### src/rtl/bs_pkg.sv
`default_nettype none
// +----------------------------------------------------------------------------+
// | Package     : bs_pkg                                                        |
// | Description : Shared types and constants for the parametrised receive-side |
// |               bit-unstuffer.                                               |
// | Revision    : 1.0 - initial release                                        |
// +----------------------------------------------------------------------------+
package bs_pkg;

  // Unstuffer FSM states
  typedef enum logic [1:0] {
    IDLE  = 2'd0,
    PASS  = 2'd1,
    STRIP = 2'd2,
    ERROR = 2'd3
  } bs_state_t;

  // Classic USB full/low-speed stuffing run length
  localparam int USB_RUN_LEN = 6;

  // Width needed to count 0..run_len consecutive ones
  function automatic int ones_cnt_width(input int run_len);
    return $clog2(run_len + 1);
  endfunction

endpackage
`default_nettype wire

### src/rtl/bit_unstuffer_param_run_counter.sv
`default_nettype none
// +----------------------------------------------------------------------------+
// | Module      : run_counter                                                   |
// | Description : Consecutive-ones counter. Increments on a one, clears on a   |
// |               zero or on an explicit clear, and flags when the bit being   |
// |               counted completes a run of RUN_LEN ones.                     |
// | Ports       : clock    - system clock                                      |
// |               reset_n  - asynchronous active-low reset                     |
// |               clear    - synchronous clear (priority over enable)          |
// |               enable   - count bit_in this cycle                           |
// |               bit_in   - data bit being counted                            |
// |               run_hit  - this bit is the RUN_LEN-th consecutive one        |
// | Revision    : 1.0 - initial release                                        |
// +----------------------------------------------------------------------------+
module run_counter #(
  parameter int RUN_LEN = 6,
  parameter int CNT_W   = 3
) (
  input  logic clock,
  input  logic reset_n,
  input  logic clear,
  input  logic enable,
  input  logic bit_in,
  output logic run_hit
);

  localparam logic [CNT_W-1:0] c_run_len = CNT_W'(RUN_LEN);

  logic [CNT_W-1:0] r_ones_cnt;
  logic [CNT_W-1:0] w_inc;

  // The count never exceeds RUN_LEN: the owner clears it on the stuff bit
  // that always follows a hit, so the increment cannot wrap.
  assign w_inc   = r_ones_cnt + 1'b1;
  assign run_hit = enable & bit_in & (w_inc == c_run_len);

  always_ff @(posedge clock or negedge reset_n) begin
    if (!reset_n) begin
      r_ones_cnt <= '0;
    end else if (clear) begin
      r_ones_cnt <= '0;
    end else if (enable) begin
      r_ones_cnt <= bit_in ? w_inc : '0;
    end
  end

endmodule
`default_nettype wire

### src/rtl/bit_unstuffer_param.sv
`default_nettype none
// +----------------------------------------------------------------------------+
// | Module      : bit_unstuffer_param                                           |
// | Description : Receive-side bit-unstuffer. Drops the zero stuffed after     |
// |               RUN_LEN consecutive ones, flags a stuff error when that bit  |
// |               is a one, and reports per-packet delivered-bit count and     |
// |               error status when nrzi_sending deasserts. All outputs are    |
// |               registered, one cycle after the sampled input bit.           |
// | Ports       : clock        - system clock                                  |
// |               reset_n      - asynchronous active-low reset                 |
// |               nrzi_sending - in_bit valid this cycle                       |
// |               in_bit       - decoded data bit, LSB-first                   |
// |               out_bit      - unstuffed data bit                            |
// |               bs_sending   - out_bit valid this cycle                      |
// |               stuff_err    - pulse: RUN_LEN+1 consecutive ones seen        |
// |               pkt_done     - pulse at end of packet                        |
// |               pkt_len      - delivered bits of last packet (saturating)    |
// |               pkt_err      - error status of last packet                   |
// | Revision    : 1.0 - initial release                                        |
// +----------------------------------------------------------------------------+
module bit_unstuffer_param
  import bs_pkg::*;
#(
  parameter int RUN_LEN = USB_RUN_LEN,
  parameter int CNT_W   = 11
) (
  input  logic             clock,
  input  logic             reset_n,
  input  logic             nrzi_sending,
  input  logic             in_bit,
  output logic             out_bit,
  output logic             bs_sending,
  output logic             stuff_err,
  output logic             pkt_done,
  output logic [CNT_W-1:0] pkt_len,
  output logic             pkt_err
);

  localparam int               c_ones_w  = ones_cnt_width(RUN_LEN);
  localparam logic [CNT_W-1:0] c_cnt_max = '1;

  bs_state_t        r_state;
  bs_state_t        w_state_nxt;
  logic [CNT_W-1:0] r_bit_cnt;
  logic [CNT_W-1:0] w_bit_cnt_nxt;
  logic             r_err_flag;
  logic             w_err_flag_nxt;

  logic             r_out_bit;
  logic             r_bs_sending;
  logic             r_stuff_err;
  logic             r_pkt_done;
  logic [CNT_W-1:0] r_pkt_len;
  logic             r_pkt_err;

  logic             w_out_bit;
  logic             w_bs_sending;
  logic             w_stuff_err;
  logic             w_pkt_done;
  logic [CNT_W-1:0] w_pkt_len;
  logic             w_pkt_err;

  logic             w_cnt_en;
  logic             w_cnt_clr;
  logic             w_run_hit;

  run_counter #(
    .RUN_LEN (RUN_LEN),
    .CNT_W   (c_ones_w)
  ) u_run_counter (
    .clock   (clock),
    .reset_n (reset_n),
    .clear   (w_cnt_clr),
    .enable  (w_cnt_en),
    .bit_in  (in_bit),
    .run_hit (w_run_hit)
  );

  // Next-state and output decode
  always_comb begin
    w_state_nxt    = r_state;
    w_bit_cnt_nxt  = r_bit_cnt;
    w_err_flag_nxt = r_err_flag;
    w_out_bit      = 1'b0;
    w_bs_sending   = 1'b0;
    w_stuff_err    = 1'b0;
    w_pkt_done     = 1'b0;
    w_pkt_len      = r_pkt_len;
    w_pkt_err      = r_pkt_err;
    w_cnt_en       = 1'b0;
    w_cnt_clr      = 1'b0;

    if (!nrzi_sending) begin
      // End of packet from any active state, including STRIP: a missing
      // stuff bit at the tail is not treated as an error.
      if (r_state != IDLE) begin
        w_pkt_done     = 1'b1;
        w_pkt_len      = r_bit_cnt;
        w_pkt_err      = r_err_flag;
        w_bit_cnt_nxt  = '0;
        w_err_flag_nxt = 1'b0;
        w_cnt_clr      = 1'b1;
        w_state_nxt    = IDLE;
      end
    end else begin
      unique case (r_state)
        // IDLE handles the first bit exactly like PASS; counters are
        // already zero because every exit to IDLE clears them.
        IDLE, PASS: begin
          w_bs_sending  = 1'b1;
          w_out_bit     = in_bit;
          w_bit_cnt_nxt = (r_bit_cnt == c_cnt_max) ? r_bit_cnt : r_bit_cnt + 1'b1;
          w_cnt_en      = 1'b1;
          w_state_nxt   = w_run_hit ? STRIP : PASS;
        end
        STRIP: begin
          w_cnt_clr = 1'b1;
          if (in_bit) begin
            w_stuff_err    = 1'b1;
            w_err_flag_nxt = 1'b1;
            w_state_nxt    = ERROR;
          end else begin
            w_state_nxt = PASS;
          end
        end
        ERROR: begin
          // Swallow the rest of the packet
          w_cnt_clr = 1'b1;
        end
        default: begin
          w_state_nxt = IDLE;
        end
      endcase
    end
  end

  always_ff @(posedge clock or negedge reset_n) begin
    if (!reset_n) begin
      r_state      <= IDLE;
      r_bit_cnt    <= '0;
      r_err_flag   <= 1'b0;
      r_out_bit    <= 1'b0;
      r_bs_sending <= 1'b0;
      r_stuff_err  <= 1'b0;
      r_pkt_done   <= 1'b0;
      r_pkt_len    <= '0;
      r_pkt_err    <= 1'b0;
    end else begin
      r_state      <= w_state_nxt;
      r_bit_cnt    <= w_bit_cnt_nxt;
      r_err_flag   <= w_err_flag_nxt;
      r_out_bit    <= w_out_bit;
      r_bs_sending <= w_bs_sending;
      r_stuff_err  <= w_stuff_err;
      r_pkt_done   <= w_pkt_done;
      r_pkt_len    <= w_pkt_len;
      r_pkt_err    <= w_pkt_err;
    end
  end

  assign out_bit    = r_out_bit;
  assign bs_sending = r_bs_sending;
  assign stuff_err  = r_stuff_err;
  assign pkt_done   = r_pkt_done;
  assign pkt_len    = r_pkt_len;
  assign pkt_err    = r_pkt_err;

endmodule
`default_nettype wire

### config.mk
export PLATFORM = sky130hd
export DESIGN_NAME = bit_unstuffer_param
export DESIGN_NICKNAME = d
export VERILOG_FILES = /design/src/rtl/bs_pkg.sv /design/src/rtl/bit_unstuffer_param_run_counter.sv /design/src/rtl/bit_unstuffer_param.sv
export SDC_FILE = /design/constraint.sdc
export NUM_CORES = 1
export LEC_CHECK = 0
export BUFFER_PORTS_ARGS = -buffer_cell sky130_fd_sc_hd__buf_2
export CAP_MARGIN = 25
export CORE_MARGIN = 4
export CORE_UTILIZATION = 45
export CTS_BUF_LIST = sky130_fd_sc_hd__clkbuf_2 sky130_fd_sc_hd__clkbuf_4 sky130_fd_sc_hd__clkbuf_8
export CTS_CLUSTER_SIZE = 16
export DETAILED_ROUTE_END_ITERATION = 12
export GPL_ROUTABILITY_DRIVEN = 0
export HOLD_SLACK_MARGIN = 0.03
export PLACE_DENSITY = 0.7
export SLEW_MARGIN = 20
export SYNTH_ARGS = -nofsm -noshare
export SYNTH_HDL_FRONTEND = slang
export SYNTH_SLANG_ARGS = --single-unit
### constraint.sdc
create_clock -name clock -period 2.2 [get_ports clock]
set_input_delay 0.11 -clock clock [delete_from_list [all_inputs] [get_ports clock]]
set_output_delay 0.11 -clock clock [all_outputs]
set_load 0.005 [all_outputs]
# == Word-level counts from Yosys, hierarchy flattened ==
# Cells that the tools add are included.
# op_classes
n_addsub,2
n_eq_ne,10
muxes,27
n_bitwise,3
reduce_logical,10
# op_table
operator,count
11-bit 2-to-1 mux,4
1-bit 2-to-1 mux,15
"11-bit by 1-bit adder with 11-bit output, second input constant",1
"11-bit equality test, second input constant",1
3-bit 2-to-1 mux,3
2-bit 2-to-1 mux,4
"2-bit by 1-bit != test with 1-bit output, second input constant",3
3-bit AND reduction,2
2-bit nonzero test,3
"2-bit equality test, second input constant",2
2-bit one-hot mux with 2 select lines,1
2-bit AND reduction,2
2-bit OR reduction,2
"3-bit by 1-bit adder with 3-bit output, second input constant",1
"3-bit equality test, second input constant",1
"3-bit by 1-bit != test with 1-bit output, second input constant",1
1-bit bitwise AND,2
"2-bit by 1-bit equality test with 1-bit output, second input constant",1
2-bit zero test,1
"2-bit != test, second input constant",1
1-bit inverter,1
# word_totals
ff_bits,33
input_bits,4
output_inout_bits,16

# == Depth between registers and ports, before layout ==
# Gate-level depths: netlist of run 1.
# depth
depth_word,9
mapped_depth,6
ltp_nobuf,5

# == Hierarchy ==
# Synthesis of run 1 repeated with hierarchy kept, for this count alone.
# unflattened
cells_unflattened,156
area_unflattened_um2,1492.7
# modules_own_cells
mod,n_inst,cells_per_inst,area_per_inst_um2,seq_area_each_um2
bit_unstuffer_param,1,138,1307.5,750.7
run_counter,1,18,185.2,75.1

# == Worst setup path after synthesis of run 1 ==
# No wires, ideal clock.
# synth_path
path_type,reg2reg
start,reg r_bit_cnt[0]
end,reg r_bit_cnt[1]
arrival_ns,1.578
required_ns,2.069
path_slack_ns,0.491
path_stages_with_launch,7
n_path_buf,1
period_less_slack_ns,1.709
cell_sequence,dfrtp_1 ha_1 nand3_4 or4b_1 clkbuf_2 nand4b_2 o211ai_2
# synth_between
elab_chain_len,4
# synth_lines
item,line_no,rtl
start: declaration,bit_unstuffer_param.sv:44,logic [CNT_W-1:0] r_bit_cnt;
start signal: assignment,bit_unstuffer_param.sv:150,r_bit_cnt <= w_bit_cnt_nxt;
11-bit by 1-bit adder with 11-bit output,bit_unstuffer_param.sv:112,w_bit_cnt_nxt = (r_bit_cnt == c_cnt_max) ? r_bit_cnt : r_bit_cnt + 1'b1;
11-bit 2-to-1 mux,bit_unstuffer_param.sv:112,
11-bit 2-to-1 mux,bit_unstuffer_param.sv:106,unique case (r_state)
11-bit 2-to-1 mux,bit_unstuffer_param.sv:93,if (!nrzi_sending) begin
# Parallel ways exist; a longest one is shown, timed or not. The select of a mux whose other input is x is not followed.
# A chain may end at the register's enable or synchronous reset.

# == Worst setup path in the final report of run 1 ==
# Ends and elaborated chain as after synthesis.

==> impl_metrics.env, run 1 <==
export IMPL_yosysWarnings=0
export IMPL_path_clk_slew_ps=100
export IMPL_finalHoldViolations=0
export IMPL_crit_path_start_kind="flop"
export IMPL_cp_max_fo=9
export IMPL_ys_types=35
export IMPL_grt_setup_unrepaired="false"
export IMPL_drt_vias_per_instance=5.64
export IMPL_synth_compound_area_frac=0.177
export IMPL_cts_buffers_inserted=5
export IMPL_worst_pin_slew_ps=764
export IMPL_critical_path_slowest_cell="or4b_1"
export IMPL_grt_remaining_overflow=0
export IMPL_end_kind="flop"
export IMPL_dr_pass1_iters=4
export IMPL_tritoncts="built"
export IMPL_worst_path_buf_inv=0
export IMPL_dp_slack_ps=294
export IMPL_grt_pass1_wl_um=5510
export IMPL_setup_viol=0
export IMPL_final_area_um2=1770
export IMPL_path_delay_family="simple AND/OR/NAND/NOR gates"
export IMPL_ys_flop_type="dfrtp_1"
export IMPL_finalCriticalPeriod_ps=1920
export IMPL_clkSinkCount=33
export IMPL_setup_ws_ps=278
export IMPL_synth_simple_gate_area_frac=0.224
export IMPL_area_growth_pct=12.8
export IMPL_cp_required_ps=2420
export IMPL_die_w_um=67.0
export IMPL_critPathKind="flop to flop"
export IMPL_nets=192
export IMPL_period_share=0.874
export IMPL_p_leak_nw=0.853
export IMPL_initial_core_util=0.466
export IMPL_layout_commonest_cell="nand2_1"
export IMPL_drt_total_wl_um=3170
export IMPL_ys_seq_area_frac=0.527
export IMPL_cp_cell_sequence="ha_1 > nand3_4 > or4b_1 > nand4b_2 > o211ai_2"
export IMPL_syn_area_um2=1570
export IMPL_initialDrtViolationCount=71
export IMPL_ioPinCount=20
export IMPL_ir_worst_vdd_uv=274
export IMPL_slowest_delay_ps=710
export IMPL_synth_cells=164
export IMPL_max_cap_violations=0
export IMPL_numPortBuffers=19
export IMPL_hold_slack_ps=70.7
export IMPL_grt_pass1_vias=1194
export IMPL_clock_path_buffers=2
export IMPL_hpwl_um=2160
export IMPL_antenna_found_initial=0
export IMPL_power_mw=1.13
export IMPL_cts_setup_buffers=0
export IMPL_async_flop_share=1.00
export IMPL_routedWlPerCell_um=13.6
export IMPL_ys_seq_elements=33
export IMPL_syn_area_per_cell_um2=9.56
export IMPL_die_y_um=67.0
export IMPL_htree_levels=2
export IMPL_grt_max_degree=34
export IMPL_hold_path_class="input port to flop"
export IMPL_rows=21
export IMPL_die_area_um2=4490
export IMPL_dpl_cell_area_um2=1700
export IMPL_slew_viol_final=0
export IMPL_power_density_nw_per_um2=640
export IMPL_synth_mux_area_fraction=0
export IMPL_clock_latency_ps=330
export IMPL_drc=0
export IMPL_synth_fa_ha_area_frac=0.0239
export IMPL_max_freq_ghz=0.520
export IMPL_synth_top_family_by_area="simple AND/OR/NAND/NOR gates"
export IMPL_antenna_left=0
export IMPL_diodes=0
export IMPL_status="completed"
export IMPL_placed_cells=223
export IMPL_clock_skew_ps=2.52
export IMPL_track_usage=0.166
export IMPL_slew_headroom=0.489
export IMPL_cts_root_buf="clkbuf_4"
export IMPL_fin_tns_setup_ps=0
export IMPL_syn_nets=171
export IMPL_coreArea_um2=3360
export IMPL_drive_gt1_frac=0.183
export IMPL_synthXorXnorAreaFrac=0.00559
export IMPL_postLayoutCoreUtil=0.526
export IMPL_mostFrequentLayoutCells="39 x nand2_1, 33 x dfrtp_1, 19 x buf_2"
export IMPL_nFillCells=320
export IMPL_vias=1308
export IMPL_stdcell_count=232
export IMPL_cts_resized=0
export IMPL_synth_edf_count=0
export IMPL_worstPathArrival_ps=2150
kinds of logic after synthesis:
| kind of cell | Yosys count |
|---|---|
| simple gates | 74 |
| compound gates | 37 |
| flops | 33 |
| buf+inv | 16 |
| fa+ha+maj | 3 |
| xor+xnor | 1 |
tightest hold or removal path, stage by stage:
cell and delay (ps):
buf_2 130, nand3_1 70, a21oi_1 60
final timing paths:
kind,startpoint,depth (start not counted),to,slack (ps)
worst max-delay path,r_bit_cnt[0],5,r_bit_cnt[1],280
worst min-delay path,in_bit,3,r_state[1],70
worst max register to register,r_bit_cnt[0],5,r_bit_cnt[1],280
worst min register to register,pkt_len[8],2,pkt_len[8],470
max in group asynchronous,reset_n,2,r_bit_cnt[4],1410
min in group asynchronous,reset_n,2,r_state[1],350
power breakdown:
part	total (mW)	internal (mW)	switching, mW
combinational	0.123	0.0468	0.0758
clock	0.334	0.134	0.200
sequential	0.674	0.639	0.0353
total	1.13	0.820	0.311
cells in the mapped netlist, types with 2 or more instances:
master / count / area [µm²]
a21oi_1: 6 / 30.0
a22oi_1: 4 / 30.0
a31oi_1: 2 / 12.5
clkbuf_1: 5 / 18.8
clkbuf_2: 2 / 10.0
dfrtp_1: 33 / 826
ha_1: 3 / 37.5
inv_1: 6 / 22.5
nand2_1: 39 / 146
nand3_1: 7 / 35.0
nand4_1: 2 / 12.5
nor2_1: 11 / 41.3
nor3_1: 4 / 20.0
nor4_1: 4 / 25.0
o211ai_1: 6 / 45.0
o21ai_0: 6 / 30.0
o311ai_0: 6 / 52.6
sequential cells by signal, indices dropped and copies added (netlist names):
| signal | cells |
|---|---|
| r_bit_cnt | 11 |
| stuff_err | 1 |
| out_bit | 1 |
| r_state | 2 |
| pkt_err | 1 |
| pkt_done | 1 |
| r_err_flag | 1 |
| u_run_counter.r_ones_cnt | 3 |
| pkt_len | 11 |
| bs_sending | 1 |
layout make-up:
type / instances / area (µm²) / share of cell area
inverter: 7 / 26.3 / 0.0149
timing repair buffer: 23 / 128 / 0.0722
multi-input combinational: 115 / 676 / 0.382
tap: 46 / 57.6 / 0.0326
clock buffer: 6 / 45.0 / 0.0255
clock inverter: 2 / 10.0 / 0.00566
sequential: 33 / 826 / 0.467
layer usage:
layer / routed length, µm / global-route usage / up-vias / share of wire
met4: 47 / 0.0684 / 0 / 0.015
met1: 1420 / 0.206 / 640 / 0.45
met2: 1530 / 0.260 / 32 / 0.48
li1: - / - / 630 / -
met5: 0 / 0 / - / 0
met3: 166 / 0.0607 / 6 / 0.052
what timing repair did:
item / in CTS / in global routing
hold buffers: 1 / 0
endpoints found under the setup margin: 0 / 0
hold endpoints to repair: 33 / 0
No activity file was read; power rests on OpenSTA's default activity.
==> run 2, diff against run 1 <==
- ABC_AREA: default -> 1
==> impl_metrics.env, run 2 <==
export IMPL_status="completed"
export IMPL_comb_power_share=0.126
export IMPL_numPortBuffers=19
export IMPL_multiInputGateArea_um2=626
export IMPL_cp_cell_sequence="ha_1 > nand2_1 > nor2_4 > nand3_2 > nand2_4 > nand2_4 > nand2_1 > o21ai_2"
export IMPL_worst_path_buf_inv=0
export IMPL_hpwl_um=2220
export IMPL_whs_path_depth=3
export IMPL_worstPathArrival_ps=1750
export IMPL_path_clk_slew_ps=100
export IMPL_ir_worst_vdd_uv=296
export IMPL_slew_headroom=0.519
export IMPL_ys_types=26
export IMPL_cp_max_fo=13
export IMPL_antenna_found_initial=0
export IMPL_fin_tns_setup_ps=0
export IMPL_clock_path_buffers=2
export IMPL_cp_required_ps=2430
export IMPL_cts_buffers_inserted=5
export IMPL_rrSetupSlack_ps=670
export IMPL_cts_resized=0
export IMPL_ys_seq_elements=33
export IMPL_yosysTopAreaCell="dfrtp_1"
export IMPL_async_flop_share=1.00
export IMPL_setup_ws_ps=673
export IMPL_drc=0
export IMPL_power_mw=1.22
export IMPL_grt_pass1_wl_um=5530
export IMPL_die_w_um=66.6
export IMPL_seq_area_um2=826
export IMPL_drt_total_wl_um=3060
export IMPL_grt_pass1_vias=1238
export IMPL_hold_path_class="input port to flop"
export IMPL_yosysTopAreaCellShare=0.534
export IMPL_ys_seq_area_frac=0.534
export IMPL_initialDrtViolationCount=66
export IMPL_ys_top_cells_by_area="dfrtp_1 53%, nand2_1 12%, nand3_1 5.2%, o21ai_0 3.9%, inv_1 3.4%"
export IMPL_syn_area_per_cell_um2=8.90
export IMPL_cts_setup_buffers=0
export IMPL_max_freq_ghz=0.655
export IMPL_synth_most_common_cell="nand2_1"
export IMPL_tritoncts="built"
export IMPL_swShare=0.271
export IMPL_syn_area_um2=1550
export IMPL_r2r_start="r_bit_cnt[0]"
export IMPL_slowest_delay_ps=410
export IMPL_slew_viol_final=0
export IMPL_ioPinCount=20
export IMPL_die_area_um2=4440
export IMPL_clkSinkCount=33
export IMPL_antenna_left=0
export IMPL_mostFrequentLayoutCells="48 x nand2_1, 33 x dfrtp_1, 19 x buf_2"
export IMPL_track_usage=0.169
export IMPL_grt_remaining_overflow=0
export IMPL_cts_hold_buffers=1
export IMPL_die_y_um=66.6
export IMPL_hold_path_startpoint="in_bit"
export IMPL_power_density_nw_per_um2=694
export IMPL_cts_root_buf="clkbuf_4"
export IMPL_max_cap_violations=0
export IMPL_period_share=0.694
export IMPL_r2r_end="r_bit_cnt[4]"
export IMPL_grt_setup_unrepaired="false"
export IMPL_drt_vias_per_instance=5.01
export IMPL_end_kind="flop"
export IMPL_yosysWarnings=0
export IMPL_worst_pin_slew_ps=722
export IMPL_drive_gt1_frac=0.227
export IMPL_critPathKind="flop to flop"
export IMPL_diodes=0
export IMPL_routedWlPerCell_um=12.5
export IMPL_nFillCells=330
export IMPL_hold_path_end="stuff_err"
export IMPL_clock_skew_ps=13.6
export IMPL_clkPwrFrac=0.318
export IMPL_rows=21
export IMPL_p_seq_frac=0.555
export IMPL_synth_common_cells="48 x nand2_1, 33 x dfrtp_1, 16 x nand3_1"
export IMPL_crit_path_start_kind="flop"
export IMPL_dp_slack_ps=700
export IMPL_setup_viol=0
export IMPL_nets=204
export IMPL_initial_core_util=0.464
export IMPL_coreArea_um2=3340
export IMPL_ys_flop_type="dfrtp_1"
export IMPL_finalCriticalPeriod_ps=1530
export IMPL_dr_pass1_iters=4
export IMPL_p_leak_nw=0.907
export IMPL_layout_commonest_cell="nand2_1"
export IMPL_area_growth_pct=13.7
export IMPL_intPower_mw=0.890
export IMPL_finalHoldViolations=0
export IMPL_synth_cells=174
export IMPL_vias=1223
export IMPL_htree_levels=2
export IMPL_clock_latency_ps=340
export IMPL_synth_edf_count=0
export IMPL_worstRegToRegCells=8
export IMPL_syn_nets=181
export IMPL_path_delay_family="simple AND/OR/NAND/NOR gates"
export IMPL_netSwitchingPower_mw=0.331
export IMPL_critical_path_slowest_cell="dfrtp_1"
export IMPL_grt_max_degree=34
## run 2: cell count changes after synthesis, sizes merged, moves of 5 or more
cell	previous run	this run
clkbuf	7	2
inv	6	18
nand2	39	51
nand3	8	18
o211ai	7	0
o21ai	6	16
o311ai	6	0
## run 2: through the flow
stage / instances / util / hold WS, ps / cell area [µm²]
2_1_floorplan: 174 / - / -186 / 1550
3_3_place_gp: 235 / 0.503 / 199 / 1680
3_5_place_dp: 235 / 0.503 / 211 / 1680
4_1_cts: 244 / 0.527 / 57.8 / 1760
5_1_grt: 244 / 0.527 / 54.5 / 1760
6_report: 244 / 0.527 / 58.9 / 1760
## run 2: worst max-delay path by stage
stage	startpoint	endpoint	slack [ps]	cells past startpoint
2_1_floorplan	r_bit_cnt[0]	r_bit_cnt[1]	810	9
3_3_place_gp	r_bit_cnt[0]	r_bit_cnt[2]	770	8
3_5_place_dp	r_bit_cnt[0]	r_bit_cnt[4]	700	8
4_1_cts	r_bit_cnt[0]	r_bit_cnt[4]	680	8
5_1_grt	r_bit_cnt[0]	r_bit_cnt[5]	520	8
6_report	r_bit_cnt[0]	r_bit_cnt[4]	670	8
## run 2: worst reg2reg max path, cell delays in order, from the launching register on
cell	delay, ps
dfrtp_1	410
ha_1	210
nand2_1	120
nor2_4	140
nand3_2	120
nand2_4	120
nand2_4	130
nand2_1	120
o21ai_2	50
## run 2: kinds of logic after synthesis
group,synth area share
buf+inv,0.0622
fa+ha+maj,0.0243
simple gates,0.256
compound gates,0.101
flops,0.534
xor+xnor,0.0226
## run 2: cell type report
| cell class | instances | area share |
|---|---|---|
| sequential | 33 | 0.469 |
| multi-input combinational | 118 | 0.356 |
| clock inverter | 1 | 0.00284 |
| timing repair buffer | 21 | 0.0640 |
| clock buffer | 7 | 0.0370 |
| tap | 46 | 0.0327 |
| inverter | 18 | 0.0384 |
## run 2: metal layers
metal  wire length, µm  vias up  global-route usage
li1                  -      610                   -
met1              1330      565               0.188
met2              1500       38               0.290
met3               171       10              0.0556
met4                59        0              0.0761
met5                 0        -                   0
## run 2: power by group through the flow
stage          sequential [mW]  combinational, mW  clock [mW]
5_1_grt                  0.684              0.176       0.430
4_1_cts                  0.677              0.157       0.398
6_report                 0.678              0.154       0.389
3_5_place_dp             0.690              0.155           0
2_1_floorplan            0.686              0.100           0
3_3_place_gp             0.686              0.145           0
